===== src/rtl/demux1_2_9b_pkg.sv =====
// Shared constants for the Booth partial-product / mux / demux datapath.
package demux1_2_9b_pkg;
  localparam int WIDTH      = 9;
  localparam int LANE_DEPTH = 2;
  localparam int CNT_W      = 2;

  typedef logic [WIDTH-1:0] word_t;
  typedef logic [CNT_W-1:0] cnt_t;

  localparam cnt_t LANE_FULL = cnt_t'(LANE_DEPTH);
endpackage


===== src/rtl/demux1_2_9b_lane_buf.sv =====
// Two-entry lane FIFO with a registered head word that holds its last value when empty.
module lane_buf_9b
  import demux1_2_9b_pkg::*;
(
  input  logic             clk,
  input  logic             rst,
  input  logic             push,
  input  logic [WIDTH-1:0] push_data,
  input  logic             pop,
  output logic [WIDTH-1:0] head,
  output logic [CNT_W-1:0] count
);
  word_t mem_r [LANE_DEPTH];
  logic  wr_ptr_r;
  logic  rd_ptr_r;
  cnt_t  count_r;
  word_t head_r;

  logic  do_push_s;
  logic  do_pop_s;
  cnt_t  count_next_s;
  word_t head_next_s;

  // next count and next head word from the qualified push/pop pair
  always_comb begin
    do_push_s    = push && (count_r != LANE_FULL);
    do_pop_s     = pop && (count_r != 2'd0);
    count_next_s = count_r;
    head_next_s  = head_r;
    case ({do_push_s, do_pop_s})
      2'b10: begin
        count_next_s = count_r + 2'd1;
        if (count_r == 2'd0) head_next_s = push_data;
        else                 head_next_s = head_r;
      end
      2'b01: begin
        count_next_s = count_r - 2'd1;
        if (count_r == LANE_FULL) head_next_s = mem_r[rd_ptr_r + 1'b1];
        else                      head_next_s = head_r;
      end
      2'b11: begin
        // only reachable at count 1: the incoming word lands directly at the head
        count_next_s = count_r;
        if (count_r == 2'd1) head_next_s = push_data;
        else                 head_next_s = mem_r[rd_ptr_r + 1'b1];
      end
      default: begin
        count_next_s = count_r;
        head_next_s  = head_r;
      end
    endcase
  end

  // storage, pointers (wrap naturally at depth 2), count and head registers
  always_ff @(posedge clk or posedge rst) begin
    if (rst) begin
      mem_r[0] <= {WIDTH{1'b0}};
      mem_r[1] <= {WIDTH{1'b0}};
      wr_ptr_r <= 1'b0;
      rd_ptr_r <= 1'b0;
      count_r  <= 2'd0;
      head_r   <= {WIDTH{1'b0}};
    end else begin
      if (do_push_s) begin
        mem_r[wr_ptr_r] <= push_data;
        wr_ptr_r        <= wr_ptr_r + 1'b1;
      end
      if (do_pop_s) rd_ptr_r <= rd_ptr_r + 1'b1;
      count_r <= count_next_s;
      head_r  <= head_next_s;
    end
  end

  assign head  = head_r;
  assign count = count_r;
endmodule


===== src/rtl/demux1_2_9b.sv =====
// Registered 1-to-2 demultiplexer steering partial-product words into two buffered lanes.
module demux1_2_9b
  import demux1_2_9b_pkg::*;
(
  input  logic             clk,
  input  logic             rst,
  input  logic [WIDTH-1:0] in_data,
  input  logic             in_select,
  input  logic             in_valid,
  output logic             in_ready,
  output logic [WIDTH-1:0] out1_data,
  output logic             out1_valid,
  input  logic             out1_ready,
  output logic [WIDTH-1:0] out2_data,
  output logic             out2_valid,
  input  logic             out2_ready
);
  cnt_t count1_s;
  cnt_t count2_s;
  logic accept_s;
  logic push1_s;
  logic push2_s;
  logic pop1_s;
  logic pop2_s;

  // either full lane stalls the shared input; decoded from registered counts only
  assign in_ready = !rst && (count1_s < LANE_FULL) && (count2_s < LANE_FULL);
  assign accept_s = in_valid && in_ready;
  assign push1_s  = accept_s && !in_select;
  assign push2_s  = accept_s && in_select;

  assign out1_valid = (count1_s != 2'd0);
  assign out2_valid = (count2_s != 2'd0);
  assign pop1_s     = out1_valid && out1_ready;
  assign pop2_s     = out2_valid && out2_ready;

  lane_buf_9b u_lane1 (
    .clk       (clk),
    .rst       (rst),
    .push      (push1_s),
    .push_data (in_data),
    .pop       (pop1_s),
    .head      (out1_data),
    .count     (count1_s)
  );

  lane_buf_9b u_lane2 (
    .clk       (clk),
    .rst       (rst),
    .push      (push2_s),
    .push_data (in_data),
    .pop       (pop2_s),
    .head      (out2_data),
    .count     (count2_s)
  );
endmodule


===== config.mk =====
export PLATFORM = sky130hd
export DESIGN_NAME = demux1_2_9b
export DESIGN_NICKNAME = d
export VERILOG_FILES = /design/src/rtl/demux1_2_9b_pkg.sv /design/src/rtl/demux1_2_9b_lane_buf.sv /design/src/rtl/demux1_2_9b.sv
export SDC_FILE = /design/constraint.sdc
export NUM_CORES = 1
export LEC_CHECK = 0
export CAP_MARGIN = 10
export CORE_MARGIN = 2
export CORE_UTILIZATION = 35
export DETAILED_ROUTE_END_ITERATION = 6
export PLACE_DENSITY_LB_ADDON = 0.15
export SETUP_SLACK_MARGIN = 0.1
export SLEW_MARGIN = 20
export SYNTH_ARGS = -nofsm -noshare
export SYNTH_HDL_FRONTEND = slang
export SYNTH_SLANG_ARGS = --single-unit

===== constraint.sdc =====
create_clock -name clk -period 3.35 [get_ports clk]
set_input_delay 0.67 -clock clk [delete_from_list [all_inputs] [get_ports clk]]
set_output_delay 0.67 -clock clk [all_outputs]
set_load 0.03 [all_outputs]

==> flow_summary_export.csv, run 1 <==
group,metric,value,unit
power,powerDensity,953,nW/µm²
cells_and_area,fillers,861,
synthesis,synth.distinct_cells,28,
synthesis,synth_flop_cell,"dfrtp_1",
global_route,grt_overflow,0,
die,die_w,98.6,µm
route,drtPass1Iterations,4,
clock_tree,clkSlewWorstSetupHoldPaths,0.07,ns
power,ir_drop,282,µV
synthesis,synth_area_leaders,"dfrtp_1 50%, mux2_2 19%, a31oi_1 7.2%, ha_1 5.6%, o21ai_0 3.0%",
timing,post-route-period-util,80.3,%
die,io_pins,36,
worst_setup_path,critPathKind,"primary input to output pin",
route,via_per_inst,5.28,
timing,fmax,0.372,GHz
timing,finalClockSkew,0.00907,ns
global_route,grt.total_usage,14.6,%
worst_setup_path,cp_slowest_cell,"clkdlybuf4s50_1",
route,drt_first_iter_violations,82,
synthesis,synth_nets,294,
synthesis,ys_warn_count,0,
worst_setup_path,cp.arrival,2.02,ns
global_route,met1_usage,20.2,%
timing,timing.slew.headroom,67.2,%
power,p_leak,1.70,nW
placed_design,placed_area,3610,µm²
global_route,grt_pass1_vias,2240,
synthesis,synthTopCellsByCount,"62 x dfrtp_1, 54 x mux2_2, 36 x a31oi_1",
synthesis,ys_seq_area_share,49.6,%
timing,fin_ws,0.660,ns
placed_design,place_ws,0.384,ns
placed_design,gp_congestion,0.754,
timing,finalHoldViolCount,0,
synthesis,async_reset_ff_share,100,%
die,coreArea,8680,µm²
route,vias,2193,
global_route,grt_max_degree,63,
synthesis,yosysTopAreaCell,"dfrtp_1",
global_route,busiest_layer,"met2",
synthesis,synthCells,265,
worst_setup_path,path_common_cell,"clkdlybuf4s50_1",
worst_setup_path,path_cells,"clkdlybuf4s50_1, nor3_1, clkdlybuf4s50_1",
clock_tree,numCtsBuffers,9,
clock_tree,clock_latency,0.34,ns
timing,setup_viol,0,
worst_setup_path,crit_fanout,3,
route,postRouteAntennaNets,0,
worst_setup_path,worstPathRequired,2.68,ns
worst_setup_path,cp_slowest_stage_delay,0.70,ns
cells_and_area,layout.nets,331,
synthesis,synth_edf_count,0,
synthesis,yosysMostFrequentCell,"dfrtp_1",
synthesis,synth_top_cell_area_share,49.6,%
route,drt-total-wl,6760,µm
die,die_area,9710,µm²
global_route,use_met3,3.40,%
synthesis,avgSynthCellArea,11.8,µm²
clock_tree,cts_root_buf,"clkbuf_8",
timing,drv_slew,0,
cells_and_area,areaGrowthSynthToFinish,23.0,%
cells_and_area,drive_gt1_share,26.7,%
worst_setup_path,cp-start-kind,"primary input",
global_route,met2_usage,22.1,%
cells_and_area,fin_util,44.3,%
timing,setup_tns,0,ns
status,status,"complete, no violations",
global_route,grt_pass1_wl,11100,µm
worst_setup_path,cp_num_buf_inv,2,
clock_tree,cts_tree,"built",
timing,worst_pin_slew,0.491,ns
clock_tree,cts_sinks,62,
route,wl_per_cell,16.3,µm
cells_and_area,stdcell_area,3850,µm²
placed_design,io_buffers,35,
die,die_h,98.6,µm
placed_design,dp_hpwl,4780,µm
worst_hold_path,hold_path.class,"register to register",
worst_setup_path,cp_top_family,"buffers and inverters",
timing,rsz0062_at_grt,"false",
power,power,3.67,mW
clock_tree,cts_resized,0,
clock_tree,hold_buffers,0,
route,drc,0,
cells_and_area,antenna_cells,0,
clock_tree,htreeDepth,3,
die,initial_utilization,36.1,%
timing,fin_crit,2.69,ns
die,rows,34,
clock_tree,post-cts-setup-buffers,0,
synthesis,ys_ff_latch,62,
flow_run,cap_violations,0,
global_route,antenna_found_initial,0,
synthesis,synthesis.area,3130,µm²
clock_tree,cts_buffer_depth,2,
worst_setup_path,end_kind,"output pin",
==> through the flow <==
stage / hold slack (ns) / instances
final: 0.501 / 415
after global routing: 0.518 / 415
after CTS: 0.505 / 415
after detailed placement: 0.490 / 399
after global placement: 0.482 / 399
after floorplan: 0.466 / 265
==> registers in the layout, indices dropped and copies added, names as in the netlist <==
| name | flops |
|---|---|
| u_lane1.wr_ptr_r | 1 |
| u_lane1.head | 9 |
| u_lane2.wr_ptr_r | 1 |
| u_lane2.head | 9 |
| u_lane2.rd_ptr_r | 1 |
| u_lane1.rd_ptr_r | 1 |
| u_lane2.count | 2 |
| u_lane2.mem_r | 18 |
| u_lane1.count | 2 |
| u_lane1.mem_r | 18 |
==> layout make-up <==
class,count,area [µm²],area share (%)
clock buffers,13,169,4.39
clock inverters,3,65.1,1.69
inverters,13,48.8,1.27
multi-input cells,175,1470,38.2
flip-flops and latches,62,1550,40.3
well taps,108,135,3.51
repair buffers,41,408,10.6
==> report_power, final <==
part	total, mW	switching [mW]	leakage [nW]	internal [mW]
Sequential	1.34	0.238	0.765	1.11
Combinational	1.55	0.776	0.813	0.775
Clock	0.774	0.295	0.120	0.479
Total	3.67	1.31	1.70	2.36
==> metal layers <==
metal | routed length, µm | part of all wire, % | vias up
met2 | 3170 | 47 | 26
li1 | - | - | 1043
met3 | 169 | 2.5 | 8
met1 | 3300 | 49 | 1116
met4 | 115 | 1.7 | 0
met5 | 0 | 0 | -
==> cells by family after synthesis <==
kind of cell    Yosys count  share of synthesized area (%)
flops                    62                           49.6
xor+xnor                  8                           2.24
buf+inv                  28                           3.40
compound gates           65                           12.6
simple gates             34                           7.20
mux                      54                           19.4
fa+ha+maj                14                           5.60
==> worst paths after layout <==
path | start | slack [ns] | cells after the start | end
max | rst | 0.66 | 3 | in_ready
min | u_lane1.count[0] | 0.50 | 1 | u_lane1.count[0]
max reg2reg | u_lane1.count[1] | 0.96 | 8 | u_lane1.head[4]
min reg2reg | u_lane1.count[0] | 0.50 | 1 | u_lane1.count[0]
max in group asynchronous | rst | 2.24 | 3 | u_lane1.mem_r[7]
min in group asynchronous | rst | 0.81 | 3 | u_lane1.wr_ptr_r
==> cells in the final DEF, fill, tap and decap left out <==
cell type / netlist / final
inv_1: 10 / 9
nand2_1: 3 / 3
mux2_2: 54 / 54
clkdlybuf4s50_1: 0 / 35
dfrtp_1: 62 / 62
nor4b_4: 1 / 1
a31oi_1: 36 / 36
nor2b_1: 2 / 2
ha_1: 14 / 14
clkbuf_1: 9 / 1
and3_1: 2 / 2
nand4b_2: 1 / 1
nand3_1: 9 / 9
nand3b_1: 1 / 1
clkinv_2: 0 / 1
nand2b_1: 7 / 7
a21oi_1: 1 / 1
o21ai_0: 19 / 19
buf_4: 0 / 5
xor2_1: 2 / 2
o211ai_1: 9 / 9
clkbuf_8: 0 / 12
nand3_2: 2 / 2
nor2_1: 3 / 3
nor3_1: 1 / 1
nand3b_2: 1 / 1
xnor2_1: 6 / 6
inv_2: 1 / 2
and2_1: 1 / 1
buf_12: 0 / 1
bufinv_16: 0 / 2
clkinv_1: 2 / 2
Power figures use the tool's default switching activity.
==> inputs of run 2 (changes only) <==
==> constraint.sdc (replaced) <==
create_clock -name clk -period 2.8 [get_ports clk]
set_input_delay 0.56 -clock clk [delete_from_list [all_inputs] [get_ports clk]]
set_output_delay 0.56 -clock clk [all_outputs]
set_load 0.03 [all_outputs]
==> flow_summary_export.csv, run 2 (synthesized netlist as in run 1, its figures left out) <==
group,metric,value,unit
placed_design,placed_area,3670,µm²
cells_and_area,largestRegisters,"u_lane1.mem_r (18), u_lane2.mem_r (18)",
timing,fmax,0.406,GHz
route,postRouteAntennaNets,0,
placed_design,gp_congestion,0.808,
clock_tree,clock_latency,0.34,ns
route,drt-total-wl,6700,µm
placed_design,post-place-cells,407,
global_route,grt_pass1_wl,11300,µm
timing,finalClockSkew,0.00807,ns
global_route,grt_overflow,0,
placed_design,dp_hpwl,4940,µm
route,drt_first_iter_violations,79,
worst_setup_path,end_kind,"output pin",
clock_tree,hold_buffers,0,
flow_run,cap_violations,0,
worst_setup_path,cp.arrival,1.90,ns
cells_and_area,fin_util,44.9,%
global_route,grt_pass1_vias,2255,
timing,setup_viol,0,
placed_design,io_buffers,35,
cells_and_area,layoutNonFillerInstCount,423,
cells_and_area,areaGrowthSynthToFinish,24.4,%
worst_setup_path,path_cells,"clkdlybuf4s50_1, nor3_1, clkdlybuf4s50_1",
timing,rsz0062_at_grt,"false",
worst_setup_path,regToRegStartpoint,"u_lane2.count[1]",
worst_setup_path,cp_top_family,"buffers and inverters",
global_route,grt.total_usage,14.6,%
clock_tree,post-cts-setup-buffers,0,
worst_setup_path,cp_num_buf_inv,2,
timing,worst_pin_slew,0.502,ns
route,drtPass1Iterations,4,
timing,finalHoldViolCount,0,
power,p_leak,1.73,nW
route,vias,2208,
timing,timing.slew.headroom,66.5,%
cells_and_area,antenna_cells,0,
power,power,4.34,mW
die,coreArea,8680,µm²
clock_tree,cts_buffer_depth,2,
timing,fin_ws,0.339,ns
worst_hold_path,min_from,"u_lane1.count[0]",
global_route,antenna_found_initial,0,
clock_tree,numCtsBuffers,9,
power,ir_drop,332,µV
worst_setup_path,cp_slowest_cell,"clkdlybuf4s50_1",
worst_setup_path,crit_fanout,3,
timing,post-route-period-util,87.9,%
worst_hold_path,hold_path.class,"register to register",
die,io_pins,36,
route,via_per_inst,5.22,
timing,setup_tns,0,ns
die,die_h,98.6,µm
clock_tree,cts_sinks,62,
cells_and_area,layout.nets,339,
clock_tree,cts_resized,0,
cells_and_area,drive_gt1_share,28.9,%
worst_setup_path,path_common_cell,"clkdlybuf4s50_1",
clock_tree,clkSlewWorstSetupHoldPaths,0.07,ns
clock_tree,cts_root_buf,"clkbuf_8",
worst_setup_path,worstPathRequired,2.24,ns
power,powerDensity,1120,nW/µm²
status,status,"complete, no violations",
worst_setup_path,cp-start-kind,"primary input",
cells_and_area,stdcell_area,3890,µm²
timing,drv_slew,0,
timing,fin_crit,2.46,ns
route,wl_per_cell,15.8,µm
worst_setup_path,cp_slowest_stage_delay,0.70,ns
worst_setup_path,critPathLaunch,"rst",
placed_design,place_ws,0.219,ns
route,drc,0,
die,rows,34,
cells_and_area,final_common_cell,"dfrtp_1",
die,initial_utilization,36.1,%
die,die_w,98.6,µm
die,die_area,9710,µm²
timing,whs,0.498,ns
clock_tree,htreeDepth,3,
worst_setup_path,critPathKind,"primary input to output pin",
clock_tree,cts_tree,"built",
global_route,grt_max_degree,23,
cells_and_area,mostFrequentLayoutCells,"62 x dfrtp_1, 54 x mux2_2, 36 x a31oi_1, 35 x clkdlybuf4s50_1, 19 x o21ai_0",
-- run 2: cell types whose count changed in the layout (fill, tap and decap cells not counted) --
cell	delta
buf_4	+8
bufinv_16	-1
clkinv_2	+1
clkbuf_8	+1
clkbuf_1	-1
-- run 2: report_power, final --
part | internal, mW | switching, mW
sequential | 1.32 | 0.290
clock | 0.506 | 0.352
combinational | 0.952 | 0.919
total | 2.78 | 1.56
-- run 2: final cells by class --
cell class	count	area [µm²]
sequential	62	1550
fill	849	4780
multi-input combinational	175	1470
clock inverter	3	40.0
inverter	13	48.8
timing repair buffer	49	468
tap	108	135
clock buffer	13	179
-- run 2: per-layer routing --
layer	part of all wire [%]	GRT usage, %	vias up
met5	0	0	-
met4	1.9	6.01	0
met3	2.7	2.84	10
met2	46	22.9	36
met1	49	20.1	1102
li1	-	-	1060
-- run 2: path summary, 6_finish.rpt --
path	end	slack, ns	depth (start not counted)
hold reg to reg	u_lane1.count[0]	0.50	1
min in group asynchronous	u_lane1.wr_ptr_r	0.67	2
max in group asynchronous	u_lane2.mem_r[6]	1.46	3
setup / recovery	in_ready	0.34	3
setup reg to reg	u_lane2.head[5]	0.78	7
hold / removal	u_lane1.count[0]	0.50	1
